--- src/rtl/pong_pkg.sv ---
// Shared definitions for the pong game logic and renderer: screen and
// sprite geometry, centre position, FSM state and direction encodings.
package pong_pkg;

    localparam int H_VIDEO       = 640;
    localparam int V_VIDEO       = 480;
    localparam int SQUARE_WIDTH  = 16;
    localparam int PADDLE_WIDTH  = 12;
    localparam int PADDLE_HEIGHT = 96;

    // Largest top-left coordinate that keeps the whole ball on screen.
    localparam int X_MAX = H_VIDEO - 1 - SQUARE_WIDTH;
    localparam int Y_MAX = V_VIDEO - 1 - SQUARE_WIDTH;

    // Ball rest position between points.
    localparam int CENTRE_X = (H_VIDEO - SQUARE_WIDTH) / 2;
    localparam int CENTRE_Y = (V_VIDEO - SQUARE_WIDTH) / 2;

    // Width of the per-frame step; holds any legal speed up to 15.
    localparam int SPEED_W = 4;

    typedef enum logic [1:0] {
        IDLE,
        SERVE,
        PLAY,
        GAME_OVER
    } state_t;

    typedef enum logic {
        DIR_LEFT  = 1'b0,
        DIR_RIGHT = 1'b1
    } dir_x_t;

    typedef enum logic {
        DIR_UP   = 1'b0,
        DIR_DOWN = 1'b1
    } dir_y_t;

    // Screen coordinates are 10 bits; motion maths runs in 11 bits so that
    // sums never wrap.
    function automatic logic [10:0] widen(input logic [9:0] v);
        return {1'b0, v};
    endfunction

endpackage

--- src/rtl/paddle_hit_detect.sv ---
// Combinational overlap test between the ball (at a candidate x and the
// current y) and one paddle rectangle. Both spans are inclusive at each end.
module paddle_hit_detect
    import pong_pkg::*;
(
    input  logic [10:0] ball_x,
    input  logic [9:0]  ball_y,
    input  logic [9:0]  paddle_x,
    input  logic [9:0]  paddle_y,
    output logic        hit
);

    logic [10:0] px;
    logic [10:0] py;
    logic [10:0] by;
    logic        overlap_x;
    logic        overlap_y;

    assign px = widen(paddle_x);
    assign py = widen(paddle_y);
    assign by = widen(ball_y);

    // Two closed intervals overlap when each one starts before the other ends.
    always_comb begin
        overlap_x = (ball_x <= px + 11'(PADDLE_WIDTH)) && (ball_x + 11'(SQUARE_WIDTH) >= px);
        overlap_y = (by <= py + 11'(PADDLE_HEIGHT)) && (by + 11'(SQUARE_WIDTH) >= py);
        hit       = overlap_x && overlap_y;
    end

endmodule

--- src/rtl/ball_controller.sv ---
// Pong game logic: ball motion, wall and paddle bounces, scoring, serve
// delay and end-of-game detection. Motion advances once per frame_tick.
// Optional build macro SPEEDUP_EN: each paddle hit raises the ball speed by
// one, saturating at MAX_SPEED, and every serve restores BALL_SPEED.
module ball_controller
    import pong_pkg::*;
#(
    parameter int BALL_SPEED   = 4,
    parameter int SERVE_FRAMES = 60,
    parameter int WIN_SCORE    = 11
`ifdef SPEEDUP_EN
    ,
    parameter int MAX_SPEED    = 8
`endif
) (
    input  logic       clk_0,
    input  logic       rst,
    input  logic       frame_tick,
    input  logic       start,
    input  logic [9:0] paddle1_xpos,
    input  logic [9:0] paddle1_ypos,
    input  logic [9:0] paddle2_xpos,
    input  logic [9:0] paddle2_ypos,
    output logic [9:0] square_xpos,
    output logic [9:0] square_ypos,
    output logic       sq_shown,
    output logic [3:0] score_p1,
    output logic [3:0] score_p2,
    output logic       game_over
);

    localparam int CNT_W = $clog2(SERVE_FRAMES + 1);

    state_t             state, state_next;
    logic               start_q;
    logic               start_rise;

    logic [9:0]         x_q, x_d;
    logic [9:0]         y_q, y_d;
    dir_x_t             dir_x, dir_x_d;
    dir_y_t             dir_y, dir_y_d;
    logic [3:0]         score_p1_q, score_p1_d;
    logic [3:0]         score_p2_q, score_p2_d;
    logic               shown_q, shown_d;
    logic               over_q, over_d;
    logic [CNT_W-1:0]   cnt_q, cnt_d;
    logic               serve_load;

    logic [SPEED_W-1:0] speed;
    logic [10:0]        x_w;
    logic [10:0]        y_w;
    logic [10:0]        spd_w;
    logic [10:0]        cand_x;
    logic               hit_p1;
    logic               hit_p2;

    logic [9:0]         step_x;
    logic [9:0]         step_y;
    dir_x_t             step_dir_x;
    dir_y_t             step_dir_y;
    logic               paddle_hit;
    logic               point_p1;
    logic               point_p2;
    logic [3:0]         score_p1_inc;
    logic [3:0]         score_p2_inc;
    logic               win;

`ifdef SPEEDUP_EN
    logic [SPEED_W-1:0] speed_q, speed_d;
    assign speed = speed_q;
`else
    assign speed = SPEED_W'(BALL_SPEED);
`endif

    assign start_rise = start & ~start_q;
    assign x_w        = widen(x_q);
    assign y_w        = widen(y_q);
    assign spd_w      = 11'(speed);

    // Candidate x used by the paddle test; a leftward step clamps at 0.
    always_comb begin
        // NOTE: every signal written here gets a default first, so no latch can be inferred.
        cand_x = x_w + spd_w;
        if (dir_x == DIR_LEFT) begin
            cand_x = (x_w < spd_w) ? 11'd0 : x_w - spd_w;
        end
    end

    paddle_hit_detect u_hit_p1 (
        .ball_x   (cand_x),
        .ball_y   (y_q),
        .paddle_x (paddle1_xpos),
        .paddle_y (paddle1_ypos),
        .hit      (hit_p1)
    );

    paddle_hit_detect u_hit_p2 (
        .ball_x   (cand_x),
        .ball_y   (y_q),
        .paddle_x (paddle2_xpos),
        .paddle_y (paddle2_ypos),
        .hit      (hit_p2)
    );

    // Vertical step with bounces off the top and bottom walls.
    always_comb begin
        step_y     = y_q;
        step_dir_y = dir_y;
        if (dir_y == DIR_UP) begin
            if (y_w < spd_w) begin
                step_y     = '0;
                step_dir_y = DIR_DOWN;
            end else begin
                step_y = 10'(y_w - spd_w);
            end
        end else begin
            if (y_w + spd_w > 11'(Y_MAX)) begin
                step_y     = 10'(Y_MAX);
                step_dir_y = DIR_UP;
            end else begin
                step_y = 10'(y_w + spd_w);
            end
        end
    end

    // Horizontal step: a paddle on the approaching side wins over a miss,
    // which wins over plain motion.
    always_comb begin
        step_x     = 10'(cand_x);
        step_dir_x = dir_x;
        paddle_hit = 1'b0;
        point_p1   = 1'b0;
        point_p2   = 1'b0;
        if (dir_x == DIR_LEFT && hit_p1) begin
            step_x     = 10'(widen(paddle1_xpos) + 11'(PADDLE_WIDTH + 1));
            step_dir_x = DIR_RIGHT;
            paddle_hit = 1'b1;
        end else if (dir_x == DIR_RIGHT && hit_p2) begin
            step_x     = 10'(widen(paddle2_xpos) - 11'(SQUARE_WIDTH + 1));
            step_dir_x = DIR_LEFT;
            paddle_hit = 1'b1;
        end else if (dir_x == DIR_LEFT && x_w < spd_w) begin
            point_p2 = 1'b1;
        end else if (dir_x == DIR_RIGHT && x_w + spd_w > 11'(X_MAX)) begin
            point_p1 = 1'b1;
        end
    end

    assign score_p1_inc = score_p1_q + 4'd1;
    assign score_p2_inc = score_p2_q + 4'd1;
    assign win = (point_p1 && score_p1_inc == 4'(WIN_SCORE)) ||
                 (point_p2 && score_p2_inc == 4'(WIN_SCORE));

    // State register and start-key history.
    always_ff @(posedge clk_0) begin
        // NOTE: sequential state uses <= so every register samples pre-edge values.
        if (!rst) begin
            state   <= IDLE;
            start_q <= 1'b0;
        end else begin
            state   <= state_next;
            start_q <= start;
        end
    end

    // Next-state decision.
    always_comb begin
        state_next = state;
        unique case (state)
            IDLE:      if (start_rise) state_next = SERVE;
            SERVE:     if (frame_tick && cnt_q == '0) state_next = PLAY;
            PLAY:      if (frame_tick && (point_p1 || point_p2)) state_next = win ? GAME_OVER : SERVE;
            GAME_OVER: if (start_rise) state_next = SERVE;
        endcase
    end

    // Next values of the ball, scores, counter and visibility for each state.
    always_comb begin
        x_d        = x_q;
        y_d        = y_q;
        dir_x_d    = dir_x;
        dir_y_d    = dir_y;
        score_p1_d = score_p1_q;
        score_p2_d = score_p2_q;
        shown_d    = shown_q;
        over_d     = over_q;
        cnt_d      = cnt_q;
        serve_load = 1'b0;
`ifdef SPEEDUP_EN
        speed_d    = speed_q;
`endif
        unique case (state)
            IDLE: begin
                if (start_rise) begin
                    score_p1_d = '0;
                    score_p2_d = '0;
                    serve_load = 1'b1;
                end
            end
            SERVE: begin
                if (frame_tick && cnt_q != '0) cnt_d = cnt_q - 1'b1;
            end
            PLAY: begin
                if (frame_tick) begin
                    if (point_p1 || point_p2) begin
                        if (point_p1) score_p1_d = score_p1_inc;
                        if (point_p2) score_p2_d = score_p2_inc;
                        if (win) begin
                            over_d  = 1'b1;
                            shown_d = 1'b0;
                            x_d     = 10'(CENTRE_X);
                            y_d     = 10'(CENTRE_Y);
                        end else begin
                            serve_load = 1'b1;
                            // Next serve travels toward the player who conceded.
                            dir_x_d    = point_p1 ? DIR_RIGHT : DIR_LEFT;
                        end
                    end else begin
                        x_d     = step_x;
                        y_d     = step_y;
                        dir_x_d = step_dir_x;
                        dir_y_d = step_dir_y;
`ifdef SPEEDUP_EN
                        if (paddle_hit && speed_q < SPEED_W'(MAX_SPEED)) speed_d = speed_q + 1'b1;
`endif
                    end
                end
            end
            GAME_OVER: begin
                if (start_rise) begin
                    score_p1_d = '0;
                    score_p2_d = '0;
                    over_d     = 1'b0;
                    serve_load = 1'b1;
                end
            end
        endcase
        if (serve_load) begin
            x_d     = 10'(CENTRE_X);
            y_d     = 10'(CENTRE_Y);
            cnt_d   = CNT_W'(SERVE_FRAMES);
            shown_d = 1'b1;
`ifdef SPEEDUP_EN
            speed_d = SPEED_W'(BALL_SPEED);
`endif
        end
    end

    // Game registers; every output is taken straight from here.
    always_ff @(posedge clk_0) begin
        if (!rst) begin
            x_q        <= 10'(CENTRE_X);
            y_q        <= 10'(CENTRE_Y);
            dir_x      <= DIR_RIGHT;
            dir_y      <= DIR_DOWN;
            score_p1_q <= '0;
            score_p2_q <= '0;
            shown_q    <= 1'b0;
            over_q     <= 1'b0;
            cnt_q      <= '0;
`ifdef SPEEDUP_EN
            speed_q    <= SPEED_W'(BALL_SPEED);
`endif
        end else begin
            x_q        <= x_d;
            y_q        <= y_d;
            dir_x      <= dir_x_d;
            dir_y      <= dir_y_d;
            score_p1_q <= score_p1_d;
            score_p2_q <= score_p2_d;
            shown_q    <= shown_d;
            over_q     <= over_d;
            cnt_q      <= cnt_d;
`ifdef SPEEDUP_EN
            speed_q    <= speed_d;
`endif
        end
    end

    assign square_xpos = x_q;
    assign square_ypos = y_q;
    assign sq_shown    = shown_q;
    assign score_p1    = score_p1_q;
    assign score_p2    = score_p2_q;
    assign game_over   = over_q;

endmodule
--- config.mk ---
export PLATFORM = sky130hd
export DESIGN_NAME = ball_controller
export DESIGN_NICKNAME = d
export VERILOG_FILES = /design/src/rtl/pong_pkg.sv /design/src/rtl/paddle_hit_detect.sv /design/src/rtl/ball_controller.sv
export SDC_FILE = /design/constraint.sdc
export NUM_CORES = 1
export LEC_CHECK = 0
export CELL_PAD_IN_SITES_DETAIL_PLACEMENT = 1
export CELL_PAD_IN_SITES_GLOBAL_PLACEMENT = 2
export CORE_ASPECT_RATIO = 0.5
export CORE_MARGIN = 2
export CORE_UTILIZATION = 25
export CTS_CLUSTER_DIAMETER = 150
export DETAILED_ROUTE_END_ITERATION = 12
export GPL_TIMING_DRIVEN = 0
export PLACE_DENSITY_LB_ADDON = 0.15
export SETUP_SLACK_MARGIN = 0.1
export SLEW_MARGIN = 0
export SYNTH_ARGS = -nofsm -noshare
export SYNTH_HDL_FRONTEND = slang
export SYNTH_SLANG_ARGS = --single-unit
--- constraint.sdc ---
create_clock -name clk_0 -period 4.65 [get_ports clk_0]
set_input_delay 0.93 -clock clk_0 [delete_from_list [all_inputs] [get_ports clk_0]]
set_output_delay 0.93 -clock clk_0 [all_outputs]
set_load 0.02 [all_outputs]
== Word-level counts from Yosys, hierarchy flattened ==
Index checks and enable logic that the tools add are counted.
Widths: inputs -> output; s select.
Cells by class
  $add $sub $neg: 15
  order comparisons: 12
  equal/unequal tests: 16
  multiplexer cells: 58
  bitwise logic cells: 5
  reductions and logical operators: 41
Operators by type and width (number)
  $mux 10: 9
  $ge 11x10->1: 4
  $mux 1: 28
  $mux 4: 7
  $add 10x3->11 const B: 2
  $add 10x4->11 const B: 2
  $add 10x7->11 const B: 2
  $le 10x11->1: 2
  $le 11x11->1: 2
  $mux 11: 2
  $lt 10x3->1 const B: 2
  $ne 2x2->1 const B: 10
  $mux 6: 3
  $pmux 4 s2: 2
  $reduce_bool 2->1: 8
  $logic_and 1x1->1: 15
  $reduce_and 5->1: 3
  $add 10x5->11 const B: 1
  $add 11x5->11 const B: 1
  $gt 11x10->1 const B: 1
  $gt 11x9->1 const B: 1
  $sub 10x3->11 const B: 1
  $add 10x4->10 const B: 1
  $sub 10x3->10 const B: 1
  other kinds (21): 37
Storage, ports and cells
  bits in registers: 41
  input bits: 44
  output and inout bits: 30
  word-level logic and storage cells: 159

== Longest topological paths before layout ==
Gate-level depths: netlist of run 1.
  depth in word-level cells: 18
  depth in mapped cells: 19
  gate-level depth less buffers: 17

== Cells and area by module ==
From an unflattened synthesis of run 1, not the netlist that was laid out.
Second synthesis, totals
  cells, all modules: 788
  area total of the unflattened synthesis: 5889.4 µm²
Modules (own cells, without submodules)
  ball_controller: instances 1, cells an instance 472, area an instance 3462.1 µm², sequential area each 800.8 µm²
  paddle_hit_detect (u_hit_p1): instances 1, cells an instance 158, area an instance 1221.2 µm², sequential area each 0.0 µm²
  paddle_hit_detect (u_hit_p2): instances 1, cells an instance 158, area an instance 1206.2 µm², sequential area each 0.0 µm²

== Worst setup path before layout of run 1 ==
Ideal clock, no wire load.
  kind: reg-to-reg
  from: register x_q[9], in the netlist square_xpos[9]
  to: register y_q[4], in the netlist square_ypos[4]
  setup time: 132 ps
  arrival: 4650 ps
  required time: 4518 ps
  path slack: -131 ps
  cell stages (with the launch flop): 17
  path buffers: 2
  clock period less this slack: 4781 ps
  path through: dfxtp_1 > buf_6 > or4_4 > or3_1 > nor4_1 > nor2_1 > ha_1 > a21o_1 > a31oi_1 > o21ai_0 > a2111oi_1 > o21ai_4 > a21oi_1 > o221a_4 > a211o_1 > buf_6 > a21oi_2
Between the ends
  cells in the longest elaborated chain, start to end: 17
  elaborated cells between the ends (all ways): 38
  classes of those cells: add/sub: 3; order compare: 6; eq/ne: 1; mux: 14; reduce/logical: 14
Ends and longest elaborated chain
  start: declaration: RTL line ball_controller.sv:38  | logic [9:0] x_q, x_d;
  start signal: assignment: RTL line ball_controller.sv:252  | x_q <= 10'(CENTRE_X);
  $sub 10x3->11 / $lt 10x3->1 (equally long branches): RTL line ball_controller.sv:85, ball_controller.sv:142
  $mux 11: RTL line ball_controller.sv:85  | cand_x = (x_w < spd_w) ? 11'd0 : x_w - spd_w;
  $mux 11: RTL line ball_controller.sv:84  | if (dir_x == DIR_LEFT) begin
  $add 11x5->11: RTL line paddle_hit_detect.sv:25  | overlap_x = (ball_x <= px + 11'(PADDLE_WIDTH)) && (ball_x + 11'(SQUARE_WIDTH) >= px);
  $ge 11x10->1: RTL line paddle_hit_detect.sv:25
  $logic_and 1x1->1: RTL line paddle_hit_detect.sv:25
  $logic_and 1x1->1: RTL line paddle_hit_detect.sv:27  | hit = overlap_x && overlap_y;
  $logic_and 1x1->1: RTL line ball_controller.sv:138  | end else if (dir_x == DIR_RIGHT && hit_p2) begin
  $mux 1: RTL line ball_controller.sv:138
  $mux 1: RTL line ball_controller.sv:134  | if (dir_x == DIR_LEFT && hit_p1) begin
  $logic_and 1x1->1 (on tied branches): RTL line ball_controller.sv:151, ball_controller.sv:152
  $logic_or 1x1->1: RTL line ball_controller.sv:151  | assign win = (point_p1 && score_p1_inc == 4'(WIN_SCORE)) ||
  $mux 1: RTL line ball_controller.sv:208  | if (win) begin
  $mux 1: RTL line ball_controller.sv:205  | if (point_p1 || point_p2) begin
  $mux 1: RTL line ball_controller.sv:204  | if (frame_tick) begin
  $pmux 1 s2: RTL line ball_controller.sv:192  | unique case (state)
  $reduce_or 2->1 (no line)
  end signal: assignment: RTL line ball_controller.sv:253  | y_q <= 10'(CENTRE_Y);
  end signal: assignment: RTL line ball_controller.sv:266  | y_q <= y_d;
  end: declaration: RTL line ball_controller.sv:39  | logic [9:0] y_q, y_d;
Parallel ways exist; a longest one is shown, timed or not.
A chain may end at the register's enable or synchronous reset.

== Worst setup path after layout of run 1 ==
  from: register x_q[9], in the netlist square_xpos[9]
  to: register y_q[2], in the netlist square_ypos[2]
Same word-level chain as after synthesis.

==> flow_summary.ini, run 1 <==
[outcome]
outcome = complete, no violations

[clock_network]
clock-sinks = 40
insertion_delay_ps = 290
clk_pin_slew_ps = 60
htree_levels = 2
cts_tree = yes
ctsHoldBuffers = 0
cts_root_buffer = clkbuf_16
cts_buffers = 5
clk_path_buf_depth = 2

[finish]
layout.nets = 1030
fin_util_pct = 34.8
syn_to_final_growth_pct = 35.1
fillers = 2774
seq_area_sq_um = 811
multi_input_area_sq_mm = 0.00522
drive_gt1_share_pct = 18.9
antenna_cells = 0

[power_and_ir_drop]
clkPwrFrac_pct = 19.7
pwr-share-seq_pct = 24.4
peakVddDrop_mv = 0.140
p_per_area_mw_per_mm2 = 216
p_sw_uw = 753
p_sw_share_pct = 43.5
leakage_uw = 0.00322
combPwrFrac_pct = 55.9
internal_power_uw = 978

[die]
start_util_pct = 25.7
ios = 74
rows = 39
die_w_um = 222
die_h_um = 113
core_area_sq_mm = 0.0231
dieArea_sq_mm = 0.0251

[timing]
timing.final.ws_setup_ps = 118
max_freq_ghz = 0.221
slew_violations = 0
rsz0062_at_grt = yes
finalSetupViolations = 0
finalClockSkew_ps = 4.40
hold_viol = 0
tightest_slew_ps = 957
setup_tns_ps = 0
fin_crit_ps = 4530
slew_headroom_pct = 35.7
fin_crit_sh_pct = 97.5

[logic_synthesis]
netlist_top_cells_count = ha_1, inv_1, nand2_1
ys_seq_elements = 40
avgSynthCellArea_sq_um = 7.64
yosys_warnings = 0
synth_cell_types = 83
synth_edf_count = 0
ys_top_cells_by_area = ha_1, dfxtp_1, xnor2_1
syn_inst = 778
ys_seq_area_share_pct = 13.5
syn-cell-area_sq_mm = 0.00594
async_flop_share_pct = 0
yosysTopAreaCellShare_pct = 19.6
yosysTopAreaCell = ha_1
synth_nets = 915
yosysMostFrequentCell = ha_1
ys.flop_type = dfxtp_1

[drt]
drt_iter0_drc = 240
wire_per_inst_um = 19.3
avgViaCountPerCell = 5.23
vias = 6275
final_antenna_net_count = 0
drc = 0
wirelength_um = 23200
first_pass_iters = 4

[grt]
grt_usage_pct = 18.3
grt_max_degree = 12
grt_pass1_vias = 6500
grt_remaining_overflow = 0
antenna_found_initial = 0
grt_pass1_wl_um = 36900

[worst_hold_path]
hold_path_class = flip-flop to flip-flop
min_to = game_over$_SDFFE_PN0P_
min_from = game_over$_SDFFE_PN0P_
min_path_cells = 2

[placed_design]
io_buffers = 71
gp_congestion = 0.784
dp_hpwl_um = 18000
dp_worst_setup_slack_ps = -1670

[setup_path]
required_ps = 4870
rrSetupSlack_ps = 120
crit_type = flip-flop to flip-flop
path_max_fanout = 7
r2r_cells = 18
r2r-end = square_ypos[2]$_SDFFE_PP0P_
worstSetupEndpointType = flip-flop
setup.worst_path.start_class = flip-flop
crit_arrival_ps = 4750
crit-reg2reg-launch = square_xpos[9]$_SDFFE_PP0P_

[job]
max_cap_violations = 0
cell type report:
class                           instances  share of cell area (%)
Buffer                                 29                    2.59
Clock buffer                            6                    1.61
Clock inverter                          1                  0.0623
Inverter                               68                    3.21
Multi-Input combinational cell        640                    65.0
Sequential cell                        40                    10.1
Tap cell                              307                    4.78
Timing Repair Buffer                  109                    12.7
metrics by stage:
stage | hold slack, ps | power (uW) | instance area [sq um] | cells
after global routing | 529 | 1870 | 8030 | 1200
after CTS | 491 | 1660 | 7640 | 1182
final | 489 | 1730 | 8030 | 1200
after global placement | 483 | 1240 | 7050 | 1156
after detailed placement | 484 | 1250 | 7050 | 1156
after floorplan | 468 | 979 | 5950 | 778
power groups by stage:
stage	Clock (uW)	Sequential, uW	Combinational [uW]
6_report	342	423	967
5_1_grt	362	431	1080
3_3_place_gp	0	429	811
3_5_place_dp	0	431	824
2_1_floorplan	0	423	556
4_1_cts	345	424	889
sequential cells by signal (all words and copies together) (netlist names), 2 cells and up:
| name | flops |
|---|---|
| score_p1 | 4 |
| cnt_q | 6 |
| score_p2 | 4 |
| state | 2 |
| square_xpos | 10 |
| square_ypos | 9 |
critical path, stage by stage, from the launching register on:
cell	delay (ps)
dfxtp_2	330
buf_8	120
or4_4	510
or3_4	390
nor3_4	190
nor3_2	70
a21o_4	230
ha_4	280
nand2_2	40
a211o_1	270
a31o_2	240
a22oi_2	320
nor3_4	130
buf_4	170
a211o_1	300
o221a_4	170
a211o_4	410
clkbuf_16	190
a21oi_2	90
kinds of logic (layout without fill, tap and decap cells):
group	after synthesis	in the layout	share of synthesized area (%)
buffers and inverters	98	213	7.48
and+or+nand+nor	250	250	22.2
adders and majority gates	93	93	19.6
DFF	40	40	13.5
muxes	4	4	0.758
xor gates and xnor gates	53	53	7.81
AOI/OAI and AO/OA	240	240	28.7
layer usage:
metal	vias to the layer above	part of all wire (%)	GRT usage (%)
met5	-	0	0
met1	3077	52	26.2
met3	11	2.0	1.38
met2	80	46	31.1
met4	0	0.53	2.21
li1	3107	-	-
layout by cell type (no fill, tap or decap), drive strengths merged, types with 8 or more instances in the layout:
cell           netlist  layout
nand2b              13      13
clkdlybuf4s50        0      66
o211ai              10      10
or3                  8       8
and3                14      14
dfxtp               40      40
xnor2               38      38
a21oi               62      62
a31oi                9       9
a21o                13      13
nor4                11      11
buf                  9      47
nand2               55      55
o21a                11      11
a211oi              13      13
ha                  93      93
clkbuf              21      27
nand4               13      13
a211o                8       8
o21ai               56      56
nand3               33      33
nor3                22      22
nor2                47      47
xor2                15      15
inv                 66      67
worst max path at each step:
stage,from,endpoint,slack [ps],cells past startpoint
6_report,square_xpos[9]$_SDFFE_PP0P_,square_ypos[2]$_SDFFE_PP0P_,120,18
5_1_grt,square_xpos[9]$_SDFFE_PP0P_,square_ypos[9]$_SDFFE_PP0P_,-50,18
4_1_cts,square_xpos[9]$_SDFFE_PP0P_,cnt_q[4]$_SDFFE_PN0P_,110,18
3_5_place_dp,paddle2_xpos[2],square_xpos[9]$_SDFFE_PP0P_,-1670,15
3_3_place_gp,paddle2_xpos[2],square_ypos[4]$_SDFFE_PP0P_,-1640,15
2_1_floorplan,square_xpos[9]$_SDFFE_PP0P_,square_xpos[7]$_SDFFE_PP0P_,140,16
repair_timing:
action                     CTS  global route
gates resized for setup     66            55
setup endpoints to repair   39            36
buffers inserted            20            17
gates cloned                 0             1
pin swaps                   16            22
Power figures use the tool's default switching activity.
==> inputs of run 2 (changes only) <==
--- a/config.mk
+++ b/config.mk
@@ -13,8 +13,9 @@
 export CTS_CLUSTER_DIAMETER = 150
 export DETAILED_ROUTE_END_ITERATION = 12
 export GPL_TIMING_DRIVEN = 0
-export PLACE_DENSITY_LB_ADDON = 0.15
+export PLACE_DENSITY_LB_ADDON = 0.1
 export SETUP_SLACK_MARGIN = 0.1
+export SKIP_LAST_GASP = 1
 export SLEW_MARGIN = 0
 export SYNTH_ARGS = -nofsm -noshare
 export SYNTH_HDL_FRONTEND = slang
==> flow_summary.ini, run 2 (synthesis results as in run 1) <==
[grt]
grt_pass1_vias = 6631
grt_pass1_wl_um = 37300
grt_remaining_overflow = 0
antenna_found_initial = 0
grt_usage_pct = 18.8
grt_max_degree = 12

[placed_design]
io_buffers = 71
gp_congestion = 0.804
place_area_sq_mm = 0.00705
dp_worst_setup_slack_ps = -1680
dp_hpwl_um = 18300

[worst_hold_path]
hold_path_class = flip-flop to flip-flop

[finish]
final_common_cell = ha_1
largest_reg_flops = 10
layout.nets = 1035
fin_util_pct = 35.2
stdcell_area_sq_mm = 0.00813
syn_to_final_growth_pct = 36.8
fillers = 2774
most-common-layout-cells = ha_1, inv_1, clkdlybuf4s50_1
antenna_cells = 0
drive_gt1_share_pct = 20.0

[setup_path]
crit_type = flip-flop to flip-flop
setup.worst_path.start_class = flip-flop
required_ps = 4870
worstSetupEndpointType = flip-flop
crit_arrival_ps = 4850
slowest_stage = or4_4
cp_cell_sequence = buf_8 -> or4_4 -> or3_4 -> o21ai_4 -> a21oi_4 -> ha_4 -> and3_4 -> xor2_4 -> ha_1 -> a21o_1 -> a221oi_2 -> buf_4 -> o211a_4 -> nor4_4 -> o221a_4 -> a211o_4 -> clkbuf_16 -> a21oi_2
critPathMaxStageDelay_ps = 540
path_max_fanout = 7

[timing]
rsz0062_at_grt = yes
max_freq_ghz = 0.216
slew_headroom_pct = 21.7
finalClockSkew_ps = 6.96
finalSetupViolations = 0
fin_crit_sh_pct = 99.7
slew_violations = 0
timing.final.ws_setup_ps = 12.0
tightest_slew_ps = 1170
hold_viol = 0
fin_crit_ps = 4640

[die]
core_area_sq_mm = 0.0231
start_util_pct = 25.7
die_w_um = 222
ios = 74
dieArea_sq_mm = 0.0251
die_h_um = 113
rows = 39

[clock_network]
insertion_delay_ps = 280
cts_root_buffer = clkbuf_16
htree_levels = 2
cts_buffers = 5
clock-sinks = 40
cts_tree = yes
ctsHoldBuffers = 0
clk_pin_slew_ps = 60
clk_path_buf_depth = 2

[job]
max_cap_violations = 0

[power_and_ir_drop]
leakage_uw = 0.00325
peakVddDrop_mv = 0.127
p_per_area_mw_per_mm2 = 218
total_power_uw = 1770

[drt]
drt_iter0_drc = 285
avgViaCountPerCell = 5.22
drc = 0
wirelength_um = 23400
final_antenna_net_count = 0
first_pass_iters = 4
wire_per_inst_um = 19.4
vias = 6286

[outcome]
outcome = complete, no violations
run 2: what timing repair did:
action	4_1_cts	5_1_grt
setup endpoints to repair	39	39
gates cloned	0	1
setup buffers	22	20
pin swaps	21	50
gates resized for setup	69	66
run 2: path summary, 6_finish.rpt:
path / from / to / slack (ps) / cells after the start
worst max-delay path: square_xpos[9]$_SDFFE_PP0P_ / square_ypos[0]$_SDFFE_PP0P_ / 10 / 18
worst min-delay path: game_over$_SDFFE_PN0P_ / game_over$_SDFFE_PN0P_ / 510 / 2
worst max register to register: square_xpos[9]$_SDFFE_PP0P_ / square_ypos[0]$_SDFFE_PP0P_ / 10 / 18
worst min register to register: game_over$_SDFFE_PN0P_ / game_over$_SDFFE_PN0P_ / 510 / 2
run 2: area by class of cell:
cell class	instances	area, sq um	share of cell area (%)
plain buffers	29	210	2.59
clock buffers	7	153	1.88
inverters	68	256	3.16
multi-input cells	640	5240	64.4
flip-flops and latches	40	807	9.93
well taps	307	384	4.73
repair buffers	114	1080	13.3
run 2: worst max-delay path, delay by kind of cell, from the launching register on:
| family | cells | cell delay (ps) |
|---|---|---|
| flops | 1 | 330 |
| buf+inv | 3 | 490 |
| compound gates | 8 | 1800 |
| fa+ha+maj | 2 | 500 |
| xor+xnor | 1 | 190 |
| simple gates | 4 | 1240 |
run 2: through the flow:
stage	std cells	hold WS [ps]	setup TNS (ps)
finish	1205	510	0
global route	1205	542	-2480
CTS	1184	492	0
detailed placement	1156	490	-45290
global placement	1156	474	-45950
floorplan	778	468	0
run 2: layer usage:
| layer | part of all wire (%) | GRT usage, % | vias up |
|---|---|---|---|
| li1 | - | - | 3110 |
| met1 | 52 | 26.4 | 3113 |
| met2 | 46 | 32.6 | 61 |
| met3 | 1.5 | 1.30 | 2 |
| met4 | 0.17 | 1.76 | 0 |
| met5 | 0 | 0 | - |
run 2: where the power goes:
group          internal, uW  leakage [uW]  switching (uW)
clock network           225     0.0000760             136
registers               381      0.000325            41.7
logic                   413       0.00285             571
